--- src/rtl/alu_wb_stage.sv ---
// ALU writeback stage: a two-entry in-order buffer between the ALU and the register file.
// It also holds the architectural NZCV flags, which are updated as flag-setting entries retire.
module alu_wb_stage #(
    parameter int DATA_W = 32,
    parameter int RD_W   = 5
) (
    input  logic              clk,
    input  logic              rst_n,
    input  logic              flush,
    input  logic              alu_valid,
    output logic              alu_ready,
    input  logic [DATA_W-1:0] alu_result,
    input  logic [RD_W-1:0]   alu_rd,
    input  logic              alu_c,
    input  logic              alu_v,
    input  logic              alu_setf,
    output logic              wb_valid,
    input  logic              wb_ready,
    output logic [DATA_W-1:0] wb_data,
    output logic [RD_W-1:0]   wb_rd,
    output logic              wb_we,
    output logic [3:0]        flags
);

    typedef enum logic [1:0] {
        EMPTY = 2'b00,
        ONE   = 2'b01,
        TWO   = 2'b10
    } state_t;

    // NZCV is captured at push time so that retirement only has to copy bits.
    function automatic logic [3:0] calc_nzcv(
        input logic [DATA_W-1:0] res,
        input logic              c,
        input logic              v
    );
        calc_nzcv = {res[DATA_W-1], (res == {DATA_W{1'b0}}), c, v};
    endfunction

    state_t            state_r;
    logic [DATA_W-1:0] head_data_r;
    logic [RD_W-1:0]   head_rd_r;
    logic [3:0]        head_nzcv_r;
    logic              head_setf_r;
    logic [DATA_W-1:0] tail_data_r;
    logic [RD_W-1:0]   tail_rd_r;
    logic [3:0]        tail_nzcv_r;
    logic              tail_setf_r;
    logic [3:0]        flags_r;

    logic              push_s;
    logic              pop_s;
    logic [3:0]        new_nzcv_s;

    assign alu_ready  = (state_r != TWO);
    assign wb_valid   = (state_r != EMPTY);
    assign push_s     = alu_valid && alu_ready;
    assign pop_s      = wb_valid && wb_ready;
    assign new_nzcv_s = calc_nzcv(alu_result, alu_c, alu_v);

    assign wb_data = head_data_r;
    assign wb_rd   = head_rd_r;
    assign wb_we   = wb_valid && (head_rd_r != {RD_W{1'b0}});
    assign flags   = flags_r;

    // Buffer occupancy, entry storage and architectural flags.
    always_ff @(posedge clk or negedge rst_n) begin
        if (!rst_n) begin
            state_r     <= EMPTY;
            head_data_r <= {DATA_W{1'b0}};
            head_rd_r   <= {RD_W{1'b0}};
            head_nzcv_r <= 4'b0000;
            head_setf_r <= 1'b0;
            tail_data_r <= {DATA_W{1'b0}};
            tail_rd_r   <= {RD_W{1'b0}};
            tail_nzcv_r <= 4'b0000;
            tail_setf_r <= 1'b0;
            flags_r     <= 4'b0000;
        end else if (flush) begin
            // Anything in flight is abandoned, including a head retiring this cycle.
            state_r <= EMPTY;
        end else begin
            if (pop_s && head_setf_r) begin
                flags_r <= head_nzcv_r;
            end
            case (state_r)
                EMPTY: begin
                    if (push_s) begin
                        head_data_r <= alu_result;
                        head_rd_r   <= alu_rd;
                        head_nzcv_r <= new_nzcv_s;
                        head_setf_r <= alu_setf;
                        state_r     <= ONE;
                    end
                end
                ONE: begin
                    case ({push_s, pop_s})
                        2'b10: begin
                            tail_data_r <= alu_result;
                            tail_rd_r   <= alu_rd;
                            tail_nzcv_r <= new_nzcv_s;
                            tail_setf_r <= alu_setf;
                            state_r     <= TWO;
                        end
                        2'b01: begin
                            state_r <= EMPTY;
                        end
                        2'b11: begin
                            head_data_r <= alu_result;
                            head_rd_r   <= alu_rd;
                            head_nzcv_r <= new_nzcv_s;
                            head_setf_r <= alu_setf;
                        end
                        default: begin
                            state_r <= ONE;
                        end
                    endcase
                end
                TWO: begin
                    if (pop_s) begin
                        head_data_r <= tail_data_r;
                        head_rd_r   <= tail_rd_r;
                        head_nzcv_r <= tail_nzcv_r;
                        head_setf_r <= tail_setf_r;
                        state_r     <= ONE;
                    end
                end
                default: begin
                    state_r <= EMPTY;
                end
            endcase
        end
    end

endmodule
--- config.mk ---
export PLATFORM = sky130hd
export DESIGN_NAME = alu_wb_stage
export DESIGN_NICKNAME = d
export VERILOG_FILES = /design/src/rtl/alu_wb_stage.sv
export SDC_FILE = /design/constraint.sdc
export NUM_CORES = 1
export LEC_CHECK = 0
export CAP_MARGIN = 20
export CORE_ASPECT_RATIO = 0.9
export CORE_MARGIN = 3
export CORE_UTILIZATION = 50
export CTS_BUF_LIST = sky130_fd_sc_hd__clkbuf_4 sky130_fd_sc_hd__clkbuf_8 sky130_fd_sc_hd__clkbuf_16
export DETAILED_ROUTE_END_ITERATION = 8
export GPL_ROUTABILITY_DRIVEN = 1
export PLACE_DENSITY_LB_ADDON = 0.12
export SLEW_MARGIN = 40
export SYNTH_ARGS = -nofsm -noshare
export SYNTH_HDL_FRONTEND = slang
export SYNTH_SLANG_ARGS = --single-unit
export TNS_END_PERCENT = 100
--- constraint.sdc ---
create_clock -name clk -period 2.9 [get_ports clk]
set_clock_uncertainty 0.15 [all_clocks]
set_input_delay 0.725 -clock clk [delete_from_list [all_inputs] [get_ports clk]]
set_output_delay 0.725 -clock clk [all_outputs]
set_load 0.01 [all_outputs]
Word-level counts from Yosys, hierarchy flattened. Cells that the tools add are included.

Bits in registers: 90. Input port bits: 45. Latch bits: 0. Memories: 0. ROM bits: 0. Bits in writable memories: 0. Output and inout bits: 44.

Bitwise gates (word level): 1. Shift operators: 0. Div/mod/pow operators: 0. Multiplexer cells: 21. Equal/unequal tests: 12. Order comparisons: 0. Reduce and logical (&&, ||, !) cells: 13. $mul: 0. Add/subtract/negate cells: 0.

Operators with widths (number): 2-to-1 mux 32 bit (3); one-hot mux 32 bit (3 select lines) (1); logical NOT 32 bit (1); 2-to-1 mux 5 bit (3); one-hot mux 5 bit (3 select lines) (1); 2-to-1 mux 4 bit (3); one-hot mux 2 bit (3 select lines) (2); one-hot mux 4 bit (3 select lines) (1); inequality test 3 bit (second input constant) (3); == test 2 bit (second input constant) (3); 2-to-1 mux 2 bit (3); inequality test 2 bit (second input constant) (3); AND reduction 3 bit (2); AND reduction 5 bit (1); nonzero test 5 bit (1); == test 2 x 1 -> 1 bit (second input constant) (2); logical AND 1 bit (4); 2-to-1 mux 1 bit (3); one-hot mux 1 bit (3 select lines) (1); nonzero test 3 bit (1); logical NOT 2 bit (1); inequality test 2 x 1 -> 1 bit (second input constant) (1); AND reduction 2 bit (1); nonzero test 2 bit (1); NOT 1 bit (1).

Longest topological paths before layout. Gate-level depths: netlist of the first run.

Word-level depth: 6. Gate-level depth with buffers: 10. Mapped depth without buffers: 8.

Worst setup path after synthesis of the first run. OpenSTA, ideal clock, no wires.

Path type: register to register. Start: register state_r[1]. End: register head_nzcv_r[2]. Buffers on the path: 1. Setup time: 0.125 ns. Clock period less this slack: 2.311 ns. Data required time: 2.625 ns. Data arrival time: 2.036 ns. Stages on the path, launching flop included: 9. Path slack: 0.589 ns. Cell sequence: dfrtp_1 nor2b_1 buf_4 inv_1 and2_1 ha_1 mux2_2 a32oi_4 mux2_2.

Longest elaborated chain between the ends: 5. Elaborated cells on any way between the ends: 14. Classes of those cells: eq/ne: 7; mux: 1; reduce/logical: 6.

Ends and longest elaborated chain: from (decl) (line 40) `state_t state_r;`; from (signal assigned) (line 69) `state_r <= EMPTY;`; from (signal assigned) (line 81) `state_r <= EMPTY;`; from (signal assigned) (line 93) `state_r <= ONE;`; inequality test 2 bit * (line 55) `assign alu_ready = (state_r != TWO);`; via alu_ready (line 11) `output logic alu_ready,`; logical AND 1 bit * (line 57) `assign push_s = alu_valid && alu_ready;`; == test 2 bit (line 97) `case ({push_s, pop_s})`; inequality test 2 x 1 -> 1 bit (no line); AND reduction 5 bit (no line) *; to (signal assigned) (line 91) `head_nzcv_r <= new_nzcv_s;`; to (signal assigned) (line 111) `head_nzcv_r <= new_nzcv_s;`; to (signal assigned) (line 123) `head_nzcv_r <= tail_nzcv_r;`; to (decl) (line 43) `logic [3:0] head_nzcv_r;`.

The timed path passes the listed nets; every way through them passes the cells marked *. A chain may end at the register's enable or synchronous reset.

Worst setup path in the final report of the first run.
Start: register state_r[1]. End: output wb_valid.

Longest elaborated chain between the ends: 1.

Ends and longest elaborated chain: nonzero test 2 bit (line 56) `assign wb_valid = (state_r != EMPTY);`; to (decl) (line 17) `output logic wb_valid,`.

Every way passes these cells.

==> reports/summary.json, run 1 <==
{
  "layout": {
    "layout.filler_cells": 564,
    "drive_above_1_share_pct": 18.6,
    "antenna_cells": 0,
    "area_taken_by_flip_flops_and_latches_um2": 2200,
    "multi_input_area_um2": 1530,
    "syn_to_final_growth_pct": 32.4,
    "num-nets-final": 446
  },
  "timing": {
    "whs_ns": 0.0468,
    "setup_viol_count_final": 0,
    "max_slew.worst_pin.slew_ns": 0.779,
    "timing.setup.tns_ns": 0,
    "hold_violations_final": 0,
    "timing_max_transition_violations_final": 0,
    "max_freq_mhz": 391,
    "worst_slack_ns": 0.344,
    "final_critical_delay_including_setup_and_external_delays_ns": 2.56,
    "max_slew_headroom_pct": 48.1,
    "post_route_clock_period_utilization_pct": 88.1,
    "setup_repair_after_global_routing_missed_its_margin": "no"
  },
  "status": {
    "status": "completed"
  },
  "power": {
    "power_per_cell_area_nw_per_um2": 727,
    "max-vdd-ir-drop_mv": 0.466,
    "power.leakage_nw": 2.11
  },
  "critical_path": {
    "path_cells": "or2_2 > clkdlybuf4s50_1",
    "cell_with_the_biggest_individual_delay_on_the_critical_path": "sky130_fd_sc_hd__clkdlybuf4s50_1",
    "critical_path.top_delay_family": "buffers and inverters",
    "r2r_slack_ns": 0.40,
    "r2r_start": "state_r[1]$_DFFE_PN0P_",
    "worst_r2r_endpoint": "wb_data[9]$_DFFE_PN0P_",
    "timing.critical_path.to_type": "output pin",
    "timing_worst_setup_path_type": "register to output pin",
    "reg2reg_depth": 8,
    "timing.critical_path.from_type": "register",
    "worstPathMaxFanout": 6,
    "worstPathBufferInverterCount": 1,
    "worstPathRequired_ns": 2.03,
    "cp.arrival_ns": 1.68,
    "critPathMaxStageDelay_ns": 0.49
  },
  "cts": {
    "ctsRootBufferMaster": "sky130_fd_sc_hd__clkbuf_8",
    "insertion_delay_ns": 0.34,
    "cts_htree_levels": 3,
    "cts_buffers": 9,
    "tritoncts_sink_count": 88,
    "cts_tree": "yes",
    "cts-hold-fix-buffers": 0,
    "clk_pin_slew_worst_paths_ns": 0.09,
    "cts_max_path_buffers": 2
  },
  "global_route": {
    "grt_max_degree": 55,
    "grt_remaining_overflow": 0,
    "grt_pass1_wl_mm": 12.6,
    "grt_pass1_vias": 2520,
    "antenna_found_initial": 0,
    "global_route.usage.total_pct": 18.2
  },
  "floorplanning": {
    "initial_utilization_pct": 52.9,
    "die_y_um": 89.2,
    "row_count": 29,
    "placeableCoreArea_um2": 7260,
    "num_io_pins": 89,
    "fp.dieW_um": 98.4,
    "floorplan.die_area_um2": 8770
  },
  "place": {
    "pre_cts_slack_ns": 0.103,
    "dp.final_hpwl_mm": 5.34,
    "gp_routability_congestion": 0.772,
    "numPortBuffers": 88
  },
  "detailed_routing": {
    "first_iter_violations": 78,
    "wirelength_mm": 7.88,
    "vias": 2611,
    "via_cell_ratio": 5.25,
    "detail_route.first_pass.iterations": 4,
    "drt.antenna.violating_nets": 0,
    "drc_errors_left": 0,
    "drt-wirelength-per-cell_um": 15.8
  },
  "yosys": {
    "synth.distinct_cells": 28,
    "synth_edf_count": 0,
    "ys_seq_area_share_pct": 57.3,
    "synthFlopType": "sky130_fd_sc_hd__dfrtp_1",
    "synthesis.instances": 309,
    "syn_avg_cell_area_um2": 12.4,
    "yosys_warnings": 0,
    "proportion_of_register_bits_with_asynchronous_set_or_reset_after_synthesis_pct": 100,
    "count_of_state_elements_after_synthesis": 88,
    "syn_area_um2": 3840,
    "mappedNetlistNets": 356
  },
  "min_path": {
    "min_path_type": "input pin to async pin"
  },
  "flow_run": {
    "cap_viol_max_count": 0
  }
}
[metrics by stage]
stage / std cells / util (%) / area [um^2] / total power (W)
6_report: 497 / 70.1 / 5090 / 0.00370
5_1_grt: 497 / 70.1 / 5090 / 0.00391
4_1_cts: 497 / 70.1 / 5080 / 0.00375
3_5_place_dp: 481 / 66.9 / 4860 / 0.00278
3_3_place_gp: 481 / 66.9 / 4860 / 0.00274
2_1_floorplan: 309 / - / 3840 / 0.00226
[cells by family (layout without fill, tap and decap cells)]
logic type / count (synthesis) / count (layout) / share of synthesized area, %
mux: 87 / 87 / 24.2
fa+ha+maj: 2 / 2 / 0.651
compound gates: 47 / 47 / 6.97
flops: 88 / 88 / 57.3
simple gates: 64 / 64 / 7.65
buf+inv: 21 / 116 / 3.22
[power breakdown]
| part | leakage [nW] | internal [W] | switching (W) |
|---|---|---|---|
| clock | 0.113 | 0.000514 | 0.000443 |
| combinational | 0.912 | 0.000585 | 0.000361 |
| sequential | 1.09 | 0.00160 | 0.000198 |
| total | 2.11 | 0.00270 | 0.00100 |
[area by class of cell]
class | instances | share of cell area, %
clock buffers | 10 | 2.71
clock inverters | 6 | 1.77
well taps | 93 | 2.29
inverters | 3 | 0.221
multi-input cells | 200 | 30.1
flip-flops and latches | 88 | 43.3
repair buffers | 97 | 19.6
[how the worst max path moves through the flow]
stage                                start                          to  slack [ns]  cells past startpoint
finish              state_r[1]$_DFFE_PN0P_                    wb_valid        0.34                      2
floorplan           state_r[1]$_DFFE_PN0P_  head_nzcv_r[2]$_DFFE_PN0P_        0.59                      8
global route        state_r[1]$_DFFE_PN0P_      wb_data[3]$_DFFE_PN0P_        0.27                      8
global placement                 alu_valid      wb_data[8]$_DFFE_PN0P_        0.16                      7
CTS                   wb_rd[0]$_DFFE_PN0P_                       wb_we        0.05                      3
detailed placement                wb_ready     wb_data[12]$_DFFE_PN0P_        0.10                      8
[layer usage]
metal,global-route usage (%),part of all wire [%],up-vias
li1,-,-,1264
met1,25.4,49,1282
met2,29.0,46,59
met3,4.21,4.4,6
met4,5.33,0.86,0
met5,0,0,-
[Yosys cell counts, types with 3 or more instances]
cell / number / area (um^2)
sky130_fd_sc_hd__dfrtp_1: 88 / 2200
sky130_fd_sc_hd__mux2_2: 44 / 495
sky130_fd_sc_hd__nand2_1: 43 / 161
sky130_fd_sc_hd__mux2i_1: 40 / 400
sky130_fd_sc_hd__o21ai_0: 34 / 170
sky130_fd_sc_hd__nor4_1: 8 / 50.1
sky130_fd_sc_hd__o21ai_1: 7 / 35.0
sky130_fd_sc_hd__buf_4: 6 / 45.0
sky130_fd_sc_hd__buf_2: 5 / 25.0
sky130_fd_sc_hd__clkbuf_2: 4 / 20.0
sky130_fd_sc_hd__nor2_1: 4 / 15.0
sky130_fd_sc_hd__clkbuf_4: 3 / 22.5
sky130_fd_sc_hd__inv_1: 3 / 11.3
sky130_fd_sc_hd__mux2_1: 3 / 33.8
[cells in the final DEF (no fill, tap or decap), drive strengths merged, types with 4 or more instances in the layout]
cell type,count
nor2,4
mux2i,40
clkbuf,10
dfrtp,88
buf,10
o21ai,41
nor4,8
clkdlybuf4s50,86
mux2,47
nand2,43
inv,5
[worst reg2reg max path: stages, from the launching register on]
cell	delay [ns]
sky130_fd_sc_hd__dfrtp_1	0.47
sky130_fd_sc_hd__or2_2	0.38
sky130_fd_sc_hd__nand2_1	0.14
sky130_fd_sc_hd__inv_1	0.06
sky130_fd_sc_hd__ha_1	0.22
sky130_fd_sc_hd__mux2_2	0.29
sky130_fd_sc_hd__a32oi_4	0.25
sky130_fd_sc_hd__buf_12	0.26
sky130_fd_sc_hd__o21ai_0	0.15
[sequential cells by signal, indices dropped and copies added (netlist names)]
name / flops
tail_setf_r: 1
tail_data_r: 31
flags: 4
head_nzcv_r: 4
wb_rd: 5
tail_rd_r: 5
wb_data: 31
state_r: 2
tail_nzcv_r: 4
head_setf_r: 1
[repair_timing]
item                       CTS  global route
setup buffers                0             0
setup endpoints to repair    0             1
resized for setup            0             1
Note: power is estimated with default switching activity, not from simulation.
==> inputs of run 2 (changes only) <==
- ABC_CLOCK_PERIOD_IN_PS: default -> 2900
- SLEW_MARGIN: 40 -> 20
==> results of run 2 <==
The final DEF is identical to that of run 1; final timing and power are the same.
==> inputs of run 3 (changes only) <==
- HOLD_SLACK_MARGIN: default -> 0.08
- PLACE_DENSITY: default -> 0.8
- PLACE_DENSITY_LB_ADDON: 0.12 -> default
==> reports/summary.json, run 3 (synthesized netlist as in run 1, its figures left out) <==
{
  "timing": {
    "hold_violations_final": {"value": 0, "change": "unchanged"},
    "post_route_clock_period_utilization": {"value": 96.5, "unit": "%", "change": "+8.4 points"},
    "max_slew.worst_pin.slew": {"value": 0.776, "unit": "ns", "change": "-0.00273 ns"},
    "timing.setup.tns": {"value": 0, "unit": "ns", "change": "unchanged"},
    "final_critical_delay_including_setup_and_external_delays": {"value": 2.80, "unit": "ns", "change": "+0.243 ns"},
    "max_freq": {"value": 357, "unit": "MHz", "change": "-8.7%"},
    "setup_repair_after_global_routing_missed_its_margin": "no",
    "setup_viol_count_final": {"value": 0, "change": "unchanged"},
    "max_slew_headroom": {"value": 48.2, "unit": "%", "change": "+0.18 points"},
    "timing_max_transition_violations_final": {"value": 0, "change": "unchanged"}
  },
  "critical_path": {
    "worstPathMaxFanout": {"value": 3, "change": "-3"},
    "timing.critical_path.to_type": "output pin",
    "timing_worst_setup_path_type": "register to output pin",
    "worstPathRequired": {"value": 2.03, "unit": "ns", "change": "about the same"},
    "cp.arrival": {"value": 1.92, "unit": "ns", "change": "+0.24 ns"},
    "timing.critical_path.from_type": "register",
    "critical_path.top_delay_family": "simple AND/OR/NAND/NOR gates",
    "worstPathBufferInverterCount": {"value": 1, "change": "unchanged"},
    "cell_with_the_biggest_individual_delay_on_the_critical_path": "sky130_fd_sc_hd__or4_1",
    "path_cells": "or4_1 > o21a_1 > clkdlybuf4s50_1",
    "critPathMaxStageDelay": {"value": 0.53, "unit": "ns", "change": "+0.04 ns"}
  },
  "floorplanning": {
    "row_count": {"value": 29, "change": "unchanged"},
    "initial_utilization": {"value": 52.9, "unit": "%", "change": "unchanged"},
    "floorplan.die_area": {"value": 8770, "unit": "um^2", "change": "unchanged"},
    "num_io_pins": {"value": 89, "change": "unchanged"},
    "fp.dieW": {"value": 98.4, "unit": "um", "change": "unchanged"},
    "die_y": {"value": 89.2, "unit": "um", "change": "unchanged"},
    "placeableCoreArea": {"value": 7260, "unit": "um^2", "change": "unchanged"}
  },
  "place": {
    "numPortBuffers": {"value": 88, "change": "unchanged"},
    "place.detailed.instances": {"value": 479, "change": "-0.42%"},
    "dp.final_hpwl": {"value": 5.64, "unit": "mm", "change": "+5.7%"},
    "gp_routability_congestion": {"value": 0.805, "change": "+4.3%"}
  },
  "cts": {
    "cts_max_path_buffers": {"value": 2, "change": "unchanged"},
    "postCtsSetupBuffers": {"value": 0, "change": "unchanged"},
    "clk_pin_slew_worst_paths": {"value": 0.08, "unit": "ns", "change": "about the same"},
    "insertion_delay": {"value": 0.35, "unit": "ns", "change": "about the same"},
    "ctsRootBufferMaster": "sky130_fd_sc_hd__clkbuf_8",
    "cts_htree_levels": {"value": 3, "change": "unchanged"},
    "cts-hold-fix-buffers": {"value": 1, "change": "+1"},
    "tritoncts_sink_count": {"value": 88, "change": "unchanged"},
    "cts_tree": "yes",
    "cts_buffers": {"value": 9, "change": "unchanged"},
    "cts-resized-gates": {"value": 0, "change": "unchanged"}
  },
  "detailed_routing": {
    "drt-wirelength-per-cell": {"value": 16.2, "unit": "um", "change": "+2.0%"},
    "wirelength": {"value": 8.00, "unit": "mm", "change": "+1.6%"},
    "drc_errors_left": {"value": 0, "change": "unchanged"},
    "detail_route.first_pass.iterations": {"value": 4, "change": "unchanged"},
    "first_iter_violations": {"value": 130, "change": "+67%"},
    "via_cell_ratio": {"value": 5.27, "change": "+0.40%"},
    "drt.antenna.violating_nets": {"value": 0, "change": "unchanged"},
    "vias": {"value": 2611, "change": "unchanged"}
  },
  "power": {
    "power.share.switching": {"value": 26.8, "unit": "%", "change": "-0.28 points"},
    "share_of_total_power_in_combinational_logic": {"value": 26.1, "unit": "%", "change": "+0.5 points"},
    "power_report.internal_total": {"value": 0.00269, "unit": "W", "change": "-0.27%"},
    "max-vdd-ir-drop": {"value": 0.358, "unit": "mV", "change": "-23%"},
    "switchingPower": {"value": 0.000985, "unit": "W", "change": "-1.7%"},
    "power.leakage": {"value": 2.09, "unit": "nW", "change": "-1.0%"},
    "sequentialPowerShare": {"value": 49.2, "unit": "%", "change": "+0.6 points"},
    "power_per_cell_area": {"value": 725, "unit": "nW/um^2", "change": "-0.33%"},
    "total_power": {"value": 0.00367, "unit": "W", "change": "-0.65%"},
    "power_frac_clock": {"value": 24.8, "unit": "%", "change": "-1.1 points"}
  },
  "min_path": {
    "min_path_type": "register to register"
  },
  "layout": {
    "syn_to_final_growth_pct": 31.9,
    "most-common-layout-cells": "88 x sky130_fd_sc_hd__dfrtp_1, 87 x sky130_fd_sc_hd__clkdlybuf4s50_1, 44 x sky130_fd_sc_hd__mux2_2",
    "antenna_cells": {"value": 0, "change": "unchanged"},
    "num-nets-final": {"value": 445, "change": "-0.22%"},
    "layout.cells.most_common": "sky130_fd_sc_hd__dfrtp_1",
    "instances_no_fill": {"value": 495, "change": "-0.40%"},
    "drive_above_1_share": {"value": 17.9, "unit": "%", "change": "-0.65 points"},
    "final_core_util": {"value": 69.9, "unit": "%", "change": "-0.22 points"}
  },
  "global_route": {
    "antenna_found_initial": {"value": 0, "change": "unchanged"},
    "grt_pass1_wl": {"value": 13.4, "unit": "mm", "change": "+6.0%"},
    "global_route.usage.total": {"value": 19.4, "unit": "%", "change": "+1.2 points"},
    "grt_max_degree": {"value": 45, "change": "-18%"},
    "grt_pass1_vias": {"value": 2732, "change": "+8.4%"},
    "grt_remaining_overflow": {"value": 0, "change": "unchanged"}
  },
  "status": {
    "status": "completed"
  },
  "flow_run": {
    "cap_viol_max_count": {"value": 0, "change": "unchanged"}
  }
}
## run 3: per-stage QoR
stage                     cell area, um^2  setup WS (ns)  hold WS, ns
after global routing                 5070         0.0645        0.367
after CTS                            5070         0.0864        0.343
after detailed placement             4840          0.135        0.323
after global placement               4840          0.186        0.311
after floorplan                      3840          0.589        0.279
final                                5070          0.101        0.336
## run 3: path summary, 6_finish.rpt
kind,to,depth (start not counted),slack (ns),from
min,wb_data[23]$_DFFE_PN0P_,2,0.34,wb_data[23]$_DFFE_PN0P_
max reg2reg,wb_data[5]$_DFFE_PN0P_,8,0.45,state_r[1]$_DFFE_PN0P_
min reg2reg,wb_data[23]$_DFFE_PN0P_,2,0.34,wb_data[23]$_DFFE_PN0P_
min in group asynchronous,tail_data_r[30]$_DFFE_PN0P_,2,0.65,rst_n
max,wb_we,3,0.10,wb_rd[0]$_DFFE_PN0P_
max in group asynchronous,wb_data[4]$_DFFE_PN0P_,3,1.26,rst_n
## run 3: area by class of cell
class,count,area [um^2]
sequential,88,2200
inverter,3,11.3
clock buffer,10,138
fill,530,2190
clock inverter,5,81.3
timing repair buffer,96,991
tap,93,116
multi-input combinational,200,1530
## run 3: routing by layer
layer	global-route usage, %	wire (um)	vias up
met5	0	0	-
met1	25.3	3640	1283
li1	-	-	1265
met2	33.1	3990	53
met3	3.12	237	10
met4	7.82	140	0
## run 3: power groups by stage
stage	clock network, W	logic (W)	registers [W]
floorplan	0	0.000421	0.00184
global placement	0	0.000933	0.00181
detailed placement	0	0.000972	0.00183
CTS	0.000934	0.000975	0.00181
global route	0.000989	0.00104	0.00186
finish	0.000910	0.000957	0.00181
## run 3: worst reg2reg max path, stage by stage (launching register included)
cell                      delay [ns]
sky130_fd_sc_hd__dfrtp_1        0.46
sky130_fd_sc_hd__or2_2          0.38
sky130_fd_sc_hd__nand2_1        0.14
sky130_fd_sc_hd__inv_1          0.06
sky130_fd_sc_hd__ha_1           0.21
sky130_fd_sc_hd__mux2_2         0.29
sky130_fd_sc_hd__a32oi_4        0.26
sky130_fd_sc_hd__buf_12         0.24
sky130_fd_sc_hd__o21ai_0        0.13
